===== src/rtl/trig_recovery_pkg.sv =====
// ---------------------------------------------------------------------------
// trig_recovery_pkg
// Shared definitions for the trigger-watchdog recovery sequencer:
//   - FSM state encodings (visible on the 'state' status port)
//   - datapath widths for the phase timer and the retry/recovery counters
//   - saturating increment used by the total-recovery counter
// ---------------------------------------------------------------------------
package trig_recovery_pkg;

    localparam int unsigned TIMER_W = 32;
    localparam int unsigned RETRY_W = 4;
    localparam int unsigned CNT_W   = 32;

    typedef enum logic [2:0] {
        ST_IDLE      = 3'd0,
        ST_CLEAR_WD  = 3'd1,
        ST_ARMED     = 3'd2,
        ST_RST_PULSE = 3'd3,
        ST_HOLDOFF   = 3'd4,
        ST_FAULT     = 3'd5
    } state_e;

    // Increment that sticks at all-ones instead of wrapping.
    function automatic logic [CNT_W-1:0] sat_inc(input logic [CNT_W-1:0] v);
        return (v == '1) ? v : v + CNT_W'(1);
    endfunction

endpackage


===== src/rtl/trig_recovery_ctrl_timer.sv =====
// ---------------------------------------------------------------------------
// trig_recovery_timer
// Phase timer: a down-counter that is loaded with (cycles-1) when a phase
// starts and reports done while it holds zero. A phase loaded with N-1 thus
// lasts exactly N cycles.
// Ports:
//   clk_i      - system clock
//   rst_i      - asynchronous active-high reset (count cleared to 0)
//   load_i     - load load_val_i this cycle (takes priority over counting)
//   load_val_i - value to load
//   done_o     - count is zero
// ---------------------------------------------------------------------------
module trig_recovery_timer
    import trig_recovery_pkg::*;
(
    input  logic               clk_i,
    input  logic               rst_i,
    input  logic               load_i,
    input  logic [TIMER_W-1:0] load_val_i,
    output logic               done_o
);

    logic [TIMER_W-1:0] cnt_q;
    logic [TIMER_W-1:0] cnt_d;

    always_comb begin
        cnt_d = cnt_q;
        if (load_i) begin
            cnt_d = load_val_i;
        end else if (cnt_q != '0) begin
            cnt_d = cnt_q - TIMER_W'(1);
        end
    end

    always_ff @(posedge clk_i or posedge rst_i) begin
        if (rst_i) begin
            cnt_q <= '0;
        end else begin
            cnt_q <= cnt_d;
        end
    end

    assign done_o = (cnt_q == '0);

endmodule


===== src/rtl/trig_recovery_ctrl.sv =====
// ---------------------------------------------------------------------------
// trig_recovery_ctrl
// Recovery sequencer for the trigger watchdog. Clears/arms the watchdog,
// and on each timeout issues a timed downstream reset pulse, waits a holdoff
// period, then re-arms. After MAX_RETRY consecutive recoveries without a
// trigger it latches a fault until software clears it.
// Ports:
//   sys_clk_i   - 50 MHz system clock
//   reset       - asynchronous active-high reset
//   enable      - level; low forces IDLE (counters and fault kept)
//   UsrClear    - clears fault and counters, restarts from CLEAR_WD/IDLE
//   wd_timeout  - watchdog timeout (latched level from the watchdog)
//   trig_ok     - single-cycle trigger pulse, resets the retry count
//   wd_clear    - watchdog clear, high for the whole CLEAR_WD phase
//   sys_rst     - downstream reset, high for the whole RST_PULSE phase
//   fault       - latched give-up flag
//   state       - current FSM state encoding
//   retry_cnt   - consecutive recoveries without a trigger
//   recover_cnt - total recovery pulses issued (saturating)
// ---------------------------------------------------------------------------
module trig_recovery_ctrl
    import trig_recovery_pkg::*;
#(
    parameter int unsigned CLR_CYC       = 4,
    parameter int unsigned RST_PULSE_CYC = 50,
    parameter int unsigned HOLDOFF_CYC   = 50000000,
    parameter int unsigned MAX_RETRY     = 3
) (
    input  logic               sys_clk_i,
    input  logic               reset,
    input  logic               enable,
    input  logic               UsrClear,
    input  logic               wd_timeout,
    input  logic               trig_ok,
    output logic               wd_clear,
    output logic               sys_rst,
    output logic               fault,
    output logic [2:0]         state,
    output logic [RETRY_W-1:0] retry_cnt,
    output logic [CNT_W-1:0]   recover_cnt
);

    state_e             state_q, state_d;
    logic [RETRY_W-1:0] retry_q, retry_d;
    logic [CNT_W-1:0]   recover_q, recover_d;
    logic               fault_q, fault_d;
    logic               wd_clear_q, sys_rst_q;

    logic               tmr_load;
    logic [TIMER_W-1:0] tmr_val;
    logic               tmr_done;

    // Next-state / counter logic. Priority: UsrClear > enable=0 > FSM.
    always_comb begin
        state_d   = state_q;
        retry_d   = retry_q;
        recover_d = recover_q;
        fault_d   = fault_q;
        if (UsrClear) begin
            fault_d   = 1'b0;
            retry_d   = '0;
            recover_d = '0;
            state_d   = enable ? ST_CLEAR_WD : ST_IDLE;
        end else if (!enable) begin
            state_d = ST_IDLE;
        end else begin
            case (state_q)
                ST_IDLE: begin
                    state_d = fault_q ? ST_FAULT : ST_CLEAR_WD;
                end
                ST_CLEAR_WD: begin
                    if (tmr_done) state_d = ST_ARMED;
                end
                ST_ARMED: begin
                    // A latched timeout beats a same-cycle trigger.
                    if (wd_timeout) begin
                        if (retry_q < RETRY_W'(MAX_RETRY)) begin
                            retry_d   = retry_q + RETRY_W'(1);
                            recover_d = sat_inc(recover_q);
                            state_d   = ST_RST_PULSE;
                        end else begin
                            fault_d = 1'b1;
                            state_d = ST_FAULT;
                        end
                    end else if (trig_ok) begin
                        retry_d = '0;
                    end
                end
                ST_RST_PULSE: begin
                    if (tmr_done) state_d = ST_HOLDOFF;
                end
                ST_HOLDOFF: begin
                    if (tmr_done) state_d = ST_CLEAR_WD;
                end
                ST_FAULT: begin
                    state_d = ST_FAULT;
                end
                default: begin
                    state_d = ST_IDLE;
                end
            endcase
        end
    end

    // Timer restarts on every phase entry; a UsrClear restart counts as one.
    always_comb begin
        tmr_load = UsrClear || (state_d != state_q);
        case (state_d)
            ST_CLEAR_WD:  tmr_val = TIMER_W'(CLR_CYC - 1);
            ST_RST_PULSE: tmr_val = TIMER_W'(RST_PULSE_CYC - 1);
            ST_HOLDOFF:   tmr_val = TIMER_W'(HOLDOFF_CYC - 1);
            default:      tmr_val = '0;
        endcase
    end

    trig_recovery_timer u_timer (
        .clk_i      (sys_clk_i),
        .rst_i      (reset),
        .load_i     (tmr_load),
        .load_val_i (tmr_val),
        .done_o     (tmr_done)
    );

    // State, counters and registered outputs decoded from the next state.
    always_ff @(posedge sys_clk_i or posedge reset) begin
        if (reset) begin
            state_q    <= ST_IDLE;
            retry_q    <= '0;
            recover_q  <= '0;
            fault_q    <= 1'b0;
            wd_clear_q <= 1'b0;
            sys_rst_q  <= 1'b0;
        end else begin
            state_q    <= state_d;
            retry_q    <= retry_d;
            recover_q  <= recover_d;
            fault_q    <= fault_d;
            wd_clear_q <= (state_d == ST_CLEAR_WD);
            sys_rst_q  <= (state_d == ST_RST_PULSE);
        end
    end

    assign wd_clear    = wd_clear_q;
    assign sys_rst     = sys_rst_q;
    assign fault       = fault_q;
    assign state       = state_q;
    assign retry_cnt   = retry_q;
    assign recover_cnt = recover_q;

endmodule

===== config.mk =====
export PLATFORM = sky130hd
export DESIGN_NAME = trig_recovery_ctrl
export DESIGN_NICKNAME = d
export VERILOG_FILES = /design/src/rtl/trig_recovery_pkg.sv /design/src/rtl/trig_recovery_ctrl_timer.sv /design/src/rtl/trig_recovery_ctrl.sv
export SDC_FILE = /design/constraint.sdc
export NUM_CORES = 1
export LEC_CHECK = 0
export ABC_AREA = 1
export ABC_CLOCK_PERIOD_IN_PS = 3200
export CORE_MARGIN = 10
export CORE_UTILIZATION = 55
export DETAILED_ROUTE_END_ITERATION = 10
export PLACE_DENSITY = 0.78
export SYNTH_ARGS = -nofsm -noshare
export SYNTH_HDL_FRONTEND = slang
export SYNTH_SLANG_ARGS = --single-unit

===== constraint.sdc =====
create_clock -name sys_clk_i -period 3.2 [get_ports sys_clk_i]
set_input_delay 0.48 -clock sys_clk_i [delete_from_list [all_inputs] [get_ports sys_clk_i]]
set_output_delay 0.48 -clock sys_clk_i [all_outputs]
set_load 0.1 [all_outputs]

# After elaboration in Yosys (flattened, before gate mapping)

Index checks and enable logic that the tools add are counted.
W data, S select, Z words.

Flip-flop bits (word level): 74
Output and inout port bits: 42
Logic and storage cells: 67

Add/subtract/negate cells: 3
Order comparisons: 1
Equality and inequality tests: 13
Mux-type cells: 30
Reduce and logical (&&, ||, !) cells: 13

Operators by type and width:

| kind                    | number |
|---|---|
| $mux W32                | 8 |
| $pmux W26 S3            | 1 |
| $add A32 B1 Y32 const B | 1 |
| $eq A32 B32 Y1 const B  | 1 |
| $logic_not A32 Y1       | 1 |
| $reduce_bool A32 Y1     | 1 |
| $sub A32 B1 Y32 const B | 1 |
| $mux W3                 | 8 |
| $mux W4                 | 6 |
| $pmux W3 S6             | 1 |
| $reduce_bool A2 Y1      | 5 |
| $eq A3 B2 Y1 const B    | 3 |
| $eq A3 B3 Y1 const B    | 3 |
| $reduce_and A4 Y1       | 2 |
| $eq A3 B1 Y1 const B    | 2 |
| $mux W1                 | 6 |
| $reduce_and A5 Y1       | 1 |
| $add A4 B1 Y4 const B   | 1 |
| $lt A4 B2 Y1 const B    | 1 |
| $ne A2 B2 Y1 const B    | 2 |
| $logic_not A3 Y1        | 1 |
| $ne A3 B2 Y1 const B    | 1 |
| $ne A3 B3 Y1            | 1 |
| $reduce_bool A3 Y1      | 1 |
| $logic_or A1 B1 Y1      | 1 |

# Depth between registers and ports, before layout

Word-level depth: 9
Gate-level depth with buffers: 18

# Cells and area by module

A second synthesis with hierarchy kept.

Cell total of the unflattened synthesis: 770
Area total of the unflattened synthesis: 5049.8 µm²

Modules (own cells, without submodules):

| module              | instances | cells each | area each (µm²) |
|---|---|---|---|
| trig_recovery_ctrl  | 1         | 427        | 2788.9 |
| trig_recovery_timer | 1         | 343        | 2260.9 |

# Worst setup path before layout

Ideal clock, no wire load.

Kind: register to register
Start point: reg recover_q[0], in the netlist recover_cnt[0]
End point: reg recover_q[17], in the netlist recover_cnt[17]
Arrival time: 2.786 ns
Required time: 3.105 ns
Path slack: 0.318 ns
Stages on the path, launching flop included: 13
Buffers on the path: 1
Clock period less this slack: 2.882 ns
Path through: dfrtp_1 -> ha_1 -> nand3_1 -> nor2_1 -> nand3_1 -> nor3_2 -> nand4_1 -> o21ai_2 -> nand2_1 -> inv_2 -> buf_2 -> nand2_1 -> o31ai_1

Longest elaborated chain between the ends: 7
Elaborated cells on any way between the ends: 10
Those cells by class: add/sub: 1; eq/ne: 2; mux: 6; reduce/logical: 1

RTL lines:

| item                   | line                      | RTL |
|---|---|---|
| start, declared        | trig_recovery_ctrl.sv:45  | `logic [CNT_W-1:0] recover_q, recover_d;` |
| start signal, assigned | trig_recovery_ctrl.sv:136 | `recover_q <= recover_d;` |
| $add A32 B1 Y32        | trig_recovery_pkg.sv:25   | `return (v == '1) ? v : v + CNT_W'(1);` |
| $mux W32               | trig_recovery_pkg.sv:25   |  |
| $mux W32               | trig_recovery_ctrl.sv:77  | `if (retry_q < RETRY_W'(MAX_RETRY)) begin` |
| $mux W32               | trig_recovery_ctrl.sv:76  | `if (wd_timeout) begin` |
| $mux W32               | trig_recovery_ctrl.sv:67  | `case (state_q)` |
| $mux W32               | trig_recovery_ctrl.sv:64  | `end else if (!enable) begin` |
| $mux W32               | trig_recovery_ctrl.sv:59  | `if (UsrClear) begin` |

Several ways; a longest one is shown, not always the timed one. The select of a mux whose other input is x is not followed.
A chain may end at the register's enable or synchronous reset.

# Final worst setup path

Start point: reg u_timer.cnt_q[0]
End point: reg u_timer.cnt_q[23]

Longest elaborated chain between the ends: 8
Elaborated cells on any way between the ends: 18
Those cells by class: add/sub: 1; eq/ne: 4; mux: 9; reduce/logical: 4

RTL lines:

| item                                               | line                                                                         | RTL |
|---|---|---|
| start, declared                                    | trig_recovery_ctrl_timer.sv:23                                               | `logic [TIMER_W-1:0] cnt_q;` |
| start signal, assigned                             | trig_recovery_ctrl_timer.sv:39                                               | `cnt_q <= cnt_d;` |
| $logic_not A32 Y1                                  | trig_recovery_ctrl_timer.sv:43                                               | `assign done_o = (cnt_q == '0);` |
| $mux W3 (on tied branches)                         | trig_recovery_ctrl.sv:93, trig_recovery_ctrl.sv:72, trig_recovery_ctrl.sv:90 |  |
| $pmux W3 S6                                        | trig_recovery_ctrl.sv:67                                                     |  |
| $mux W3                                            | trig_recovery_ctrl.sv:64                                                     |  |
| $mux W3                                            | trig_recovery_ctrl.sv:59                                                     |  |
| $eq A3 B3 Y1 (tied with other cells)               | trig_recovery_ctrl.sv:108                                                    | `case (state_d)` |
| $pmux W26 S3 or $logic_or A1 B1 Y1 (tied branches) | trig_recovery_ctrl.sv:108, trig_recovery_ctrl.sv:107                         |  |
| $mux W32 or $reduce_bool A2 Y1 (tied branches)     | -                                                                            |  |

Several ways; a longest one is shown, not always the timed one. The select of a mux whose other input is x is not followed.

==> results.sh <==
export IMPL_drive_gt1_share_pct=18.71
export IMPL_ys_types=41
export IMPL_synth_top_area_cell="dfrtp_1"
export IMPL_grt_pass1_vias=4134
export IMPL_routed_via_density=5.704
export IMPL_io_buffers=47
export IMPL_clkPwrFrac_pct=13.8
export IMPL_tightest_slew_ps=967.9
export IMPL_p_switching_mw=2.514
export IMPL_rsz0062_at_grt="false"
export IMPL_grt_use_total_pct=19.44
export IMPL_clock_fmax_mhz=354.2
export IMPL_hold_violations=0
export IMPL_ys_top_cells_by_area="dfrtp_1 (40%), nand2_1 (8.3%), nor2_1 (6.6%), xor2_1 (5.4%), nand3_1 (5.2%)"
export IMPL_ys_seq_area_share_pct=39.52
export IMPL_cts_htree_levels=3
export IMPL_num_vias=4318
export IMPL_core_sq_mm=0.008258
export IMPL_switching_share_pct=50.87
export IMPL_ys_seq_elements=74
export IMPL_insertion_delay_ps=360
export IMPL_final_common_cell="nand2_1"
export IMPL_hp_class="reg -> reg"
export IMPL_die_h_microns=112.3
export IMPL_initial_utilization_pct=56.74
export IMPL_antenna_found_initial=0
export IMPL_drv_slew=0
export IMPL_finClkSkew_ps=15.63
export IMPL_layout_nets=656
export IMPL_cts_buffers=9
export IMPL_fin_hold_ws_ps=530.0
export IMPL_flow_area_growth_from_synthesis_pct=13.97
export IMPL_die_w_microns=112.3
export IMPL_final_cell_area_sq_mm=0.005340
export IMPL_ys_flop_type="dfrtp_1"
export IMPL_critPathMaxFanout=23
export IMPL_netlist_area_sq_mm=0.004686
export IMPL_worstSetupStartpointType="flip-flop"
export IMPL_insertedDiodeCount=0
export IMPL_p_per_area_mw_per_mm2=925.4
export IMPL_synth_net_count=604
export IMPL_num_fill_cells=744
export IMPL_rows=33
export IMPL_power_leakage_nw=2.414
export IMPL_crit_required_ps=3420
export IMPL_intPower_mw=2.428
export IMPL_crit_type="reg -> reg"
export IMPL_fin_tns_setup_ps=0
export IMPL_wl_per_cell_microns=16.23
export IMPL_dp_cells=739
export IMPL_worstPathArrival_ps=3050
export IMPL_die_area_sq_mm=0.01261
export IMPL_syn_inst=595
export IMPL_slew_headroom_pct=35.27
export IMPL_p_seq_share_pct=27.2
export IMPL_dr_first_iter_drc_count=292
export IMPL_max_vdd_ir_drop_v=0.0008479
export IMPL_maxCapViolations=0
export IMPL_avgSynthCellArea_sq_um=7.875
export IMPL_wl_microns=12290
export IMPL_clock_path_buffers=2
export IMPL_grt_max_degree=41
export IMPL_reg2reg_slack_ps=380
export IMPL_instances_no_fill=757
export IMPL_fin_crit_ps=2823
export IMPL_ys_warn_count=0
export IMPL_run_status="complete, no violations"
export IMPL_power_frac_comb_pct=59.0
export IMPL_overflow=0
export IMPL_end_kind="flip-flop"
export IMPL_clockRootBuffer="clkbuf_8"
export IMPL_hpwl_microns=9157
export IMPL_route_detailed_drc=0
export IMPL_ant_nets=0
export IMPL_routabilityCongestion=0.9463
export IMPL_period_share_pct=88.22
export IMPL_finalSetupViolCount=0
export IMPL_clock_sinks=74
export IMPL_synth_async_reset_ratio_pct=100.0
export IMPL_most_common_layout_cells="nand2_1 (104), nor2_1 (83), dfrtp_1 (74), inv_1 (59), nand3_1 (49)"
export IMPL_synth_edff_count=0
export IMPL_netlist_area_leader_share_pct=39.52
export IMPL_cts_tree="built"
export IMPL_grt_pass1_wl_microns=20650
export IMPL_dr_pass1_iters=5
export IMPL_post_dp_cell_area_sq_mm=0.005139
export IMPL_io_pins=48
export IMPL_clk_pin_slew_ps=80
-- stage by stage --
stage          power, mW  setup WS, ps  utilization [%]
3_3_place_gp       4.104         348.4            62.23
2_1_floorplan      3.722         318.4                -
5_1_grt            5.349         104.0            64.67
3_5_place_dp       4.192         250.1            62.23
6_report           4.942         377.0            64.67
4_1_cts            4.886         240.4            64.39
-- area by class of cell --
cell class	instances	area, sq um	share of cell area (%)
sequential	74	1852	34.68
inverter	64	244.0	4.569
multi-input combinational	444	2501	46.84
timing repair buffer	54	432.9	8.107
tap	105	131.4	2.460
clock inverter	5	37.54	0.7029
clock buffer	11	141.4	2.648
-- power by group through the flow --
stage                     sequential (mW)  clock [mW]  combinational, mW
after floorplan                      1.44           0               2.28
after global placement               1.34           0               2.77
after detailed placement             1.35           0               2.84
after CTS                            1.34       0.696               2.85
after global routing                 1.37       0.737               3.25
final                                1.34       0.682               2.92
-- kinds of logic (layout without fill, tap and decap cells) --
family / count (synthesis) / in the layout / share of synthesized area (%)
muxes: 1 / 1 / 0.2136
buffers and inverters: 78 / 134 / 7.343
AOI/OAI and AO/OA: 66 / 66 / 8.972
xor gates and xnor gates: 41 / 41 / 7.663
and+or+nand+nor: 332 / 333 / 35.49
adders and majority gates: 3 / 3 / 0.8012
DFF: 74 / 74 / 39.52
-- what timing repair did --
action / 4_1_cts / 5_1_grt
setup buffers: 0 / 1
hold buffers: 0 / 0
setup endpoints to repair: 0 / 11
resized for setup: 0 / 1
-- sequential cells by signal, indices dropped and copies added, names as in the netlist --
signal and cells:
sys_rst 1, fault 1, u_timer.cnt_q 32, wd_clear 1, state 3, retry_cnt 4
recover_cnt 32
-- synth_stat cells, types with 2 or more instances --
library cell    n
a21oi_1        12
a21oi_2        11
buf_2           4
buf_6           4
clkbuf_1        5
dfrtp_1        74
ha_1            3
inv_1          61
inv_2           2
nand2_1       104
nand2_2        15
nand2_4         2
nand3_1        49
nand3_2         2
nand4_1        15
nor2_1         83
nor2_2          4
nor2_4          7
nor2_8          2
nor3_1         28
nor3_2          2
nor3b_2         4
nor4_1          9
o21ai_0        21
o21ai_1         3
o21bai_1        2
o31ai_1        14
xnor2_1        12
xor2_1         29
-- critical path, stage by stage, from the launching register on --
cell,delay (ps)
dfrtp_1,390
inv_1,80
ha_1,180
nand2_2,90
nor2_4,180
nand2_2,110
nor2_4,310
clkinvlp_4,180
nand2_1,90
nand3_2,70
nand3_1,90
nand2_2,100
nor2_8,280
nand2_8,210
nand2_4,250
a21oi_1,110
-- layer usage --
metal / share of wire [%] / track usage (%) / routed length, microns / vias to the layer above
met3: 7.8 / 3.621 / 961 / 13
met2: 45 / 29.01 / 5520 / 193
met1: 46 / 27.37 / 5636 / 2049
li1: - / - / - / 2063
met5: 0 / 0 / 0 / -
met4: 1.4 / 6.937 / 167 / 0
-- path summary, 6_finish.rpt --
check / start / to / cells past startpoint
setup / recovery: u_timer.cnt_q[0] / u_timer.cnt_q[23] / 15
hold / removal: retry_cnt[3] / retry_cnt[3] / 2
max in group asynchronous: reset / u_timer.cnt_q[27] / 3
min in group asynchronous: reset / recover_cnt[31] / 2
hold reg to reg: retry_cnt[3] / retry_cnt[3] / 2
setup reg to reg: u_timer.cnt_q[0] / u_timer.cnt_q[23] / 15
(Power assumes the default switching activity.)
